--- src/rtl/shift_pkg.sv ---
// shift_pkg: shared state encoding and default sizes for the shift-register blocks.
package shift_pkg;
   localparam int DEF_WIDTH = 8;
   localparam int DEF_AMTW  = 3;
   typedef enum logic [1:0] {
      S_IDLE  = 2'd0,
      S_SHIFT = 2'd1,
      S_DONE  = 2'd2
   } state_e;
endpackage

--- src/rtl/shift_cnt.sv ---
// shift_cnt: loadable down-counter that stops at zero and flags a count of one.
module shift_cnt #(
   parameter int AMTW = shift_pkg::DEF_AMTW
) (
   input  logic            clk,
   input  logic            rst,
   input  logic            load,
   input  logic            dec,
   input  logic [AMTW-1:0] load_val,
   output logic            is_one
);
   logic [AMTW-1:0] cnt_q, cnt_d;
   always_comb begin
      cnt_d = load ? load_val : (dec && cnt_q != '0) ? cnt_q - 1'b1 : cnt_q;
   end
   always_ff @(posedge clk or posedge rst) begin
      if (rst) cnt_q <= '0;
      else     cnt_q <= cnt_d;
   end
   assign is_one = cnt_q == AMTW'(1);
endmodule

--- src/rtl/shift_right_unit.sv ---
// shift_right_unit: multi-cycle logical/arithmetic right shifter, one bit per cycle.
module shift_right_unit
   import shift_pkg::*;
#(
   parameter int WIDTH = DEF_WIDTH,
   parameter int AMTW  = DEF_AMTW
) (
   input  logic             clk,
   input  logic             rst,
   input  logic             start,
   input  logic             arith,
   input  logic [AMTW-1:0]  amt,
   input  logic [WIDTH-1:0] d,
   output logic             busy,
   output logic             done,
   output logic [WIDTH-1:0] q
);
   state_e           state_q, state_d;
   logic [WIDTH-1:0] data_q, data_d;
   logic             arith_q, arith_d;
   logic             busy_q, busy_d;
   logic             done_q, done_d;
   logic             load, dec, cnt_is_one;
   shift_cnt #(.AMTW(AMTW)) u_cnt (
      .clk      (clk),
      .rst      (rst),
      .load     (load),
      .dec      (dec),
      .load_val (amt),
      .is_one   (cnt_is_one)
   );
   // DONE accepts a new start just like IDLE so back-to-back requests lose no cycle.
   always_comb begin
      state_d = state_q;
      data_d  = data_q;
      arith_d = arith_q;
      load    = 1'b0;
      dec     = 1'b0;
      case (state_q)
         S_IDLE, S_DONE: begin
            state_d = S_IDLE;
            if (start) begin
               data_d  = d;
               arith_d = arith;
               load    = 1'b1;
               state_d = (amt != '0) ? S_SHIFT : S_DONE;
            end
         end
         S_SHIFT: begin
            data_d  = {arith_q & data_q[WIDTH-1], data_q[WIDTH-1:1]};
            dec     = 1'b1;
            state_d = cnt_is_one ? S_DONE : S_SHIFT;
         end
         default: begin
            state_d = S_IDLE;
            data_d  = '0;
            arith_d = 1'b0;
         end
      endcase
      busy_d = state_d == S_SHIFT;
      done_d = state_d == S_DONE;
   end
   always_ff @(posedge clk or posedge rst) begin
      if (rst) begin
         state_q <= S_IDLE;
         data_q  <= '0;
         arith_q <= 1'b0;
         busy_q  <= 1'b0;
         done_q  <= 1'b0;
      end else begin
         state_q <= state_d;
         data_q  <= data_d;
         arith_q <= arith_d;
         busy_q  <= busy_d;
         done_q  <= done_d;
      end
   end
   assign busy = busy_q;
   assign done = done_q;
   assign q    = data_q;
endmodule

--- config.mk ---
export PLATFORM = sky130hd
export DESIGN_NAME = shift_right_unit
export DESIGN_NICKNAME = d
export VERILOG_FILES = /design/src/rtl/shift_pkg.sv /design/src/rtl/shift_cnt.sv /design/src/rtl/shift_right_unit.sv
export SDC_FILE = /design/constraint.sdc
export NUM_CORES = 1
export LEC_CHECK = 0
export ABC_AREA = 1
export CORE_MARGIN = 2
export CORE_UTILIZATION = 41
export DETAILED_ROUTE_END_ITERATION = 8
export GPL_TIMING_DRIVEN = 0
export HOLD_SLACK_MARGIN = 0.12
export PLACE_DENSITY = 0.74
export SKIP_LAST_GASP = 1
export SLEW_MARGIN = 25
export SYNTH_ARGS = -nofsm -noshare
export SYNTH_HDL_FRONTEND = slang
export SYNTH_SLANG_ARGS = --single-unit
--- constraint.sdc ---
create_clock -name clk -period 1.1 [get_ports clk]
set_input_delay 0.22 -clock clk [delete_from_list [all_inputs] [get_ports clk]]
set_output_delay 0.22 -clock clk [all_outputs]
set_load 0.02 [all_outputs]
* Word level (Yosys, flattened, before mapping)
Cells that the tools add are included. W data, S select, Z words.
Word-level totals: bits in registers 16, output and inout port bits 10, word-level logic and storage cells 35
Cells by class: add/sub/neg operators 1, eq/ne operators 6, multiplexer cells 13, bitwise logic cells 2, reductions and logical operators 7
Operators with widths (number):
- $pmux W8 S2 | 1
- $mux W8 | 1
- $mux W2 | 3
- $mux W3 | 2
- $reduce_bool A3 Y1 | 2
- $eq A2 B1 Y1 const B | 2
- $eq A2 B2 Y1 const B | 2
- $mux W1 | 4
- $pmux W2 S2 | 1
- $eq A3 B1 Y1 const B | 1
- $sub A3 B1 Y3 const B | 1
- $logic_not A2 Y1 | 1
- $ne A2 B2 Y1 const B | 1
- $pmux W1 S2 | 1
- $reduce_and A2 Y1 | 1
- $reduce_bool A2 Y1 | 1
- $reduce_or A2 Y1 | 1
- $and A1 B1 Y1 | 1
- $logic_and A1 B1 Y1 | 1
- $not A1 Y1 | 1

* Depth between registers and ports, before layout
Gate-level depths: netlist (run 1).
depth in word-level cells 5, mapped depth 8

* Hierarchy
Synthesis (run 1) repeated with hierarchy kept, for this count alone.
Unflattened totals: cell total of the unflattened synthesis 104, area total of the unflattened synthesis 828.3 sq um
By module, submodules not included:
- shift_right_unit | instances 1, cells each 71, area each 594.3 sq um
- shift_cnt | instances 1, cells each 33, area each 234.0 sq um

* Least setup slack after synthesis (run 1)
No wires, ideal clock.
kind reg-to-reg, start register u_cnt.cnt_q[0], end register u_cnt.cnt_q[0], library setup time 116 ps, data arrival time 930 ps, required time 984 ps, slack 53 ps, cell stages (with the launch flop) 8, path buffers 0, clock period less this slack 1047 ps, path through dfrtp_1 -> inv_1 -> ha_1 -> nand2_1 -> nand2_4 -> nand2_1 -> nand2_1 -> nand2_1
Between the ends: cells in the longest elaborated chain, start to end 3, elaborated cells on any way between the ends 6, classes of those cells add/sub (1); mux (2); reduce/logical (3)
RTL lines:
- start, declared | line shift_cnt.sv:12 | logic [AMTW-1:0] cnt_q, cnt_d;
- start signal, assigned | line shift_cnt.sv:18 | else cnt_q <= cnt_d;
- $sub A3 B1 Y3 or $reduce_bool A3 Y1 (tied branches) | line shift_cnt.sv:14 | cnt_d = load ? load_val : (dec && cnt_q != '0) ? cnt_q - 1'b1 : cnt_q;
- $mux W3 or $logic_and A1 B1 Y1 (tied branches) | line shift_cnt.sv:14
- $mux W3 or $reduce_bool A2 Y1 (tied branches)
Several ways; a longest one is shown, not always the timed one. The select of a mux whose other input is x is not followed. A chain may end at the register's enable or synchronous reset.

* Worst setup path after layout (run 1)
start register data_q[4] (netlist: q[4]), end output q[4]
RTL lines:
- start, declared | line shift_right_unit.sv:19 | logic [WIDTH-1:0] data_q, data_d;
- start signal, assigned | line shift_right_unit.sv:72 | data_q <= data_d;
- end, declared | line shift_right_unit.sv:16 | output logic [WIDTH-1:0] q
No word-level cell between the ends.

==> results of run 1 <==
==> power by group through the flow <==
stage	clock, mW	combinational (mW)	sequential, mW
4_1_cts	0.394	1.80	1.05
6_report	0.383	2.23	1.06
3_5_place_dp	0	1.87	1.08
5_1_grt	0.425	2.48	1.10
3_3_place_gp	0	1.83	1.07
2_1_floorplan	0	1.04	1.28
==> stage by stage <==
| stage | util | setup slack, ns | setup TNS [ns] | instances | hold slack [ns] |
|---|---|---|---|---|---|
| floorplan | - | 0.0533 | 0 | 107 | 0.134 |
| global placement | 0.578 | -0.297 | -3.97 | 158 | 0.496 |
| detailed placement | 0.578 | -0.328 | -4.24 | 158 | 0.494 |
| CTS | 0.584 | -0.0526 | -0.0526 | 164 | 0.310 |
| global route | 0.643 | -0.0337 | -0.150 | 170 | 0.381 |
| finish | 0.643 | 0.0260 | 0 | 170 | 0.290 |
==> synthesized netlist by cell type <==
| cell | count |
|---|---|
| sky130_fd_sc_hd__a21oi_1 | 7 |
| sky130_fd_sc_hd__a21oi_2 | 1 |
| sky130_fd_sc_hd__buf_6 | 2 |
| sky130_fd_sc_hd__dfrtp_1 | 16 |
| sky130_fd_sc_hd__ha_1 | 3 |
| sky130_fd_sc_hd__inv_1 | 12 |
| sky130_fd_sc_hd__inv_4 | 1 |
| sky130_fd_sc_hd__nand2_1 | 35 |
| sky130_fd_sc_hd__nand2_4 | 3 |
| sky130_fd_sc_hd__nand3_1 | 4 |
| sky130_fd_sc_hd__nor2_1 | 10 |
| sky130_fd_sc_hd__nor2_8 | 1 |
| sky130_fd_sc_hd__nor3_1 | 1 |
| sky130_fd_sc_hd__o21ai_0 | 9 |
| sky130_fd_sc_hd__o22ai_1 | 2 |
==> final cells by class <==
cell class,count,share of cell area
plain buffers,2,0.0208
repair buffers,32,0.227
clock buffers,4,0.0288
well taps,27,0.0268
multi-input cells,76,0.338
inverters,13,0.0407
flip-flops and latches,16,0.317
==> worst paths after layout <==
kind                            start             end  slack (ns)  depth (start not counted)
setup / recovery                 q[4]            q[4]        0.03                          1
hold / removal                    rst            q[3]        0.29                          2
setup reg to reg           state_q[0]  u_cnt.cnt_q[0]        0.04                          7
hold reg to reg                  q[0]            q[0]        0.53                          2
max in group asynchronous         rst            q[2]        0.42                          2
min in group clk                arith         arith_q        0.51                          3
==> sequential cells by signal, summed over array words and instances, names as in the netlist <==
register	flops
arith_q	1
busy	1
q	8
done	1
u_cnt.cnt_q	3
state_q	2
==> layer usage <==
metal / up-vias / share of wire / GRT usage
li1: 411 / - / -
met1: 363 / 0.45 / 0.177
met2: 23 / 0.50 / 0.300
met3: 2 / 0.035 / 0.0364
met4: 0 / 0.0085 / 0.0556
met5: - / 0 / 0
==> cells in the final DEF (no fill, tap or decap), drive strengths merged, types with 2 or more instances in the layout <==
| cell | instances |
|---|---|
| ha | 3 |
| inv | 13 |
| clkbuf | 5 |
| nand3 | 4 |
| buf | 19 |
| nor2 | 11 |
| o21ai | 9 |
| a21oi | 8 |
| o22ai | 2 |
| nand2 | 38 |
| clkdlybuf4s50 | 14 |
| dfrtp | 16 |
==> kinds of logic after synthesis <==
logic type | Yosys count | share of synthesized area
simple gates | 54 | 0.288
flops | 16 | 0.465
compound gates | 19 | 0.118
buf+inv | 15 | 0.0858
fa+ha+maj | 3 | 0.0436
==> repair_timing <==
action                                  in CTS  in global routing
gates cloned                                 0                  1
hold buffers                                 0                  0
pin swaps                                    0                  2
endpoints found under the hold margin        0                  0
buffers inserted                             2                  5
endpoints found under the setup margin      14                 18
gates resized for setup                     43                 19
==> reports/results.tsv, run 1 <==
metric	value	unit
dp_hpwl	1280	um
gr-total-overflow	0	
critPathArrivalTime	0.85	ns
synth_nets	125	
viasPerCell	4.70	
p_comb_frac	0.607	
worst_setup_hold_path_clk_slew	0.10	ns
dr.first_iter.drc_count	7	
first_global_vias	767	
timing.final.crit_period	1.07	ns
insertion_delay	0.28	ns
cp-start-kind	flop	
run_status	completed	
synth.cell_area	861	um2
final-hold-violation-count	0	
final_cell_area	0.00126	mm2
dieArea	0.00248	mm2
area_contributors_post_synth	sky130_fd_sc_hd__dfrtp_1, sky130_fd_sc_hd__nand2_1, sky130_fd_sc_hd__o21ai_0, sky130_fd_sc_hd__inv_1, sky130_fd_sc_hd__ha_1	
area_growth	46.5	%
cellPowerDensity	2920	mW/mm2
drc	0	
fillerInstances	182	
first_pass_grt_wire_length	3110	um
sequential_cell_area	400	um2
mean_instance_size_in_the_synthesized_netlist	8.05	um2
post-synth-top-area-fraction	0.465	
dr.pass1.iters	4	
global_route.usage.total	0.161	
num_antenna_cells	0	
seq_area_frac_synth	0.465	
antenna_violating_nets_post_route	0	
tritoncts	done	
netlist_instances	107	
die_width	49.8	um
cell_area_after_placement	0.00113	mm2
slew_viol_final	0	
grt_antenna_before_repair	0	
grt_start_max_net_pins	17	
power_leakage	0.648	nW
crit_path_category	reg2out	
p_sw	1.60	mW
synth.distinct_cells	15	
num_rows	16	
timing.critical_path.to_type	output port	
timing.critical_path.slowest_stage_cell	sky130_fd_sc_hd__dfrtp_1	
die-height	49.8	um
cts_max_level	1	
via_count	799	
grt_setup_unrepaired	true	
nNetsFinal	162	
power.share.clock	0.104	
wirelength	1890	um
clock-root-buffer	sky130_fd_sc_hd__clkbuf_4	
cts_sinks	16	
worst-path-buf-inv	1	
wl_per_cell	11.1	um
finalSetupViolations	0	
tightestPinTransition	0.591	ns
core_area	0.00196	mm2
relSlewSlack	0.606	
power_switching_share	0.434	
max_cap_viol_count	0	
peakVddDrop	1.57	mV
clock_skew	0.00570	ns
cp_top_family	flip-flops	
critical_path.max_fanout	3	
worst-endpoint-required	0.88	ns
place.port_buffers	24	
cts-buffers-inserted	3	
pwr-share-seq	0.289	
yosysTopAreaCell	sky130_fd_sc_hd__dfrtp_1	
layout-drive-gt1-share	0.287	
ioPinCount	25	
cts_buffer_depth	2	
place_congestion	0.787	
ys.warnings.count	0	
critical-path-max-stage-delay	0.41	ns
critical_path.cell_chain	buf_4	
multiInputGateArea	427	um2
finalCritPeriodShare	0.976	
design_power	3.68	mW
worstHoldPathType	in2async	
fmax	931	MHz
p_int	2.08	mW
initial_util	0.439	
ys_seq_elements	16	
No activity file was read; power rests on OpenSTA's default activity.
==> run 2: changes to the inputs <==
--- a/config.mk
+++ b/config.mk
@@ -6,12 +6,13 @@
 export NUM_CORES = 1
 export LEC_CHECK = 0
 export ABC_AREA = 1
+export CAP_MARGIN = 20
 export CORE_MARGIN = 2
 export CORE_UTILIZATION = 41
 export DETAILED_ROUTE_END_ITERATION = 8
 export GPL_TIMING_DRIVEN = 0
 export HOLD_SLACK_MARGIN = 0.12
-export PLACE_DENSITY = 0.74
+export PLACE_DENSITY = 0.79
 export SKIP_LAST_GASP = 1
 export SLEW_MARGIN = 25
 export SYNTH_ARGS = -nofsm -noshare
==> run 2 against run 1 <==
The run now ends with negative setup slack left. Wire length rose by 6.8%. Register-to-register slack got worse by 0.05 ns. Clock skew rose by 0.010 ns. Critical path depth rose by 6. Largest cell class unchanged.
==> reports/results.tsv, run 2 (synthesis gave the netlist of run 1 again) <==
metric	value	unit
p_sw	1.72	mW
power_leakage	0.647	nW
slew_viol_final	0	
dp_hpwl	1410	um
dr.first_iter.drc_count	13	
critPathArrivalTime	1.31	ns
wl_per_cell	12.1	um
final_cell_area	0.00128	mm2
peakVddDrop	1.39	mV
dr.pass1.iters	4	
final-hold-violation-count	0	
cell_area_after_placement	0.00113	mm2
violations	negative setup slack	
cts-buffers-inserted	3	
max_cap_viol_count	0	
fin_setup_tns	-0.0188	ns
crit_path_frequent_cell	sky130_fd_sc_hd__nand2_4	
finish.utilization	0.652	
core_area	0.00196	mm2
initial_util	0.439	
finalCritPeriodShare	1.01	
critical_path.max_fanout	3	
die-height	49.8	um
cp-start-kind	flop	
pwr-share-seq	0.291	
grt_start_max_net_pins	17	
gr-total-overflow	0	
dieArea	0.00248	mm2
ioPinCount	25	
fmax	897	MHz
insertion_delay	0.30	ns
cts_buffer_depth	2	
layout_commonest_cell	sky130_fd_sc_hd__nand2_1	
die_width	49.8	um
timing.critical_path.slowest_stage_cell	sky130_fd_sc_hd__dfrtp_1	
postLayoutSetupSlackWorst	-0.0145	ns
critical-path-max-stage-delay	0.41	ns
grt_antenna_before_repair	0	
area_growth	48.7	%
place.port_buffers	24	
worstHoldPathType	in2async	
power_switching_share	0.453	
power.share.clock	0.105	
grt_setup_unrepaired	true	
global_route.usage.total	0.168	
worst_setup_hold_path_clk_slew	0.11	ns
cts_sinks	16	
largest_register_ffs	8	
p_int	2.07	mW
critical_path.cell_chain	inv_2 > ha_4 > nand2_4 > nand2_4 > nand2_4 > nand2_2 > nand2_1	
clock_skew	0.0159	ns
worst_case_hold_slack	0.276	ns
tightestPinTransition	0.597	ns
pre_cts_slack	-0.317	ns
cellPowerDensity	2960	mW/mm2
antenna_violating_nets_post_route	0	
relSlewSlack	0.602	
place_congestion	0.796	
drc	0	
run_status	finished with violations	
fillerInstances	181	
timing.critical_path.to_type	flop	
cts_max_level	1	
clock-root-buffer	sky130_fd_sc_hd__clkbuf_4	
viasPerCell	4.99	
wirelength	2020	um
most-common-layout-cells	sky130_fd_sc_hd__nand2_1, sky130_fd_sc_hd__dfrtp_1, sky130_fd_sc_hd__clkdlybuf4s50_1	
num_rows	16	
p_comb_frac	0.605	
nNetsFinal	158	
num_antenna_cells	0	
layout-drive-gt1-share	0.309	
finalSetupViolations	2	
crit_path_category	reg2reg	
timing.final.crit_period	1.11	ns
tritoncts	done	
via_count	829	
worst-endpoint-required	1.30	ns
first_pass_grt_wire_length	3190	um
first_global_vias	776	
run 2: layout make-up:
type                    instances  area (um2)  area share
inverters                      13        51.3      0.0401
repair buffers                 28         264       0.206
flip-flops and latches         16         400       0.313
multi-input cells              76         468       0.366
plain buffers                   2        26.3      0.0205
clock buffers                   4        36.3      0.0283
well taps                      27        33.8      0.0264
run 2: path summary, 6_finish.rpt:
check,startpoint,to,slack (ns),depth (start not counted)
min reg2reg,u_cnt.cnt_q[1],u_cnt.cnt_q[1],0.55,2
min in group clk,start,arith_q,0.42,4
max,u_cnt.cnt_q[1],u_cnt.cnt_q[2],-0.01,7
max reg2reg,u_cnt.cnt_q[1],u_cnt.cnt_q[2],-0.01,7
min,rst,q[7],0.28,2
max in group asynchronous,rst,q[2],0.42,2
run 2: per-layer routing:
| layer | track usage | up-vias | part of all wire |
|---|---|---|---|
| met5 | 0 | - | 0 |
| met4 | 0.0833 | 0 | 0.012 |
| met3 | 0.0394 | 5 | 0.063 |
| met2 | 0.296 | 30 | 0.51 |
| met1 | 0.188 | 393 | 0.42 |
| li1 | - | 401 | - |
run 2: timing repair:
item,in CTS,in global routing
hold buffers,0,0
setup endpoints to repair,14,16
buffers inserted,2,2
resized for setup,44,34
pin swaps,1,5
run 2: power by group through the flow:
stage / registers, mW / clock network, mW / logic [mW]
floorplan: 1.28 / 0 / 1.04
global placement: 1.07 / 0 / 1.83
detailed placement: 1.08 / 0 / 1.89
CTS: 1.06 / 0.397 / 1.83
global route: 1.14 / 0.426 / 2.51
finish: 1.10 / 0.397 / 2.29
run 2: per-stage QoR:
| step | cells | power (mW) |
|---|---|---|
| after floorplan | 107 | 2.32 |
| after global placement | 158 | 2.90 |
| after detailed placement | 158 | 2.97 |
| after CTS | 164 | 3.28 |
| after global routing | 166 | 4.08 |
| final | 166 | 3.79 |
run 2: critical path, delay by kind of cell, from the launching register on:
family	cells	cell delay, ns
flip-flops	1	0.41
AND/OR/NAND/NOR	5	0.31
adder cells (fa/ha/maj)	1	0.16
buffers and inverters	1	0.14
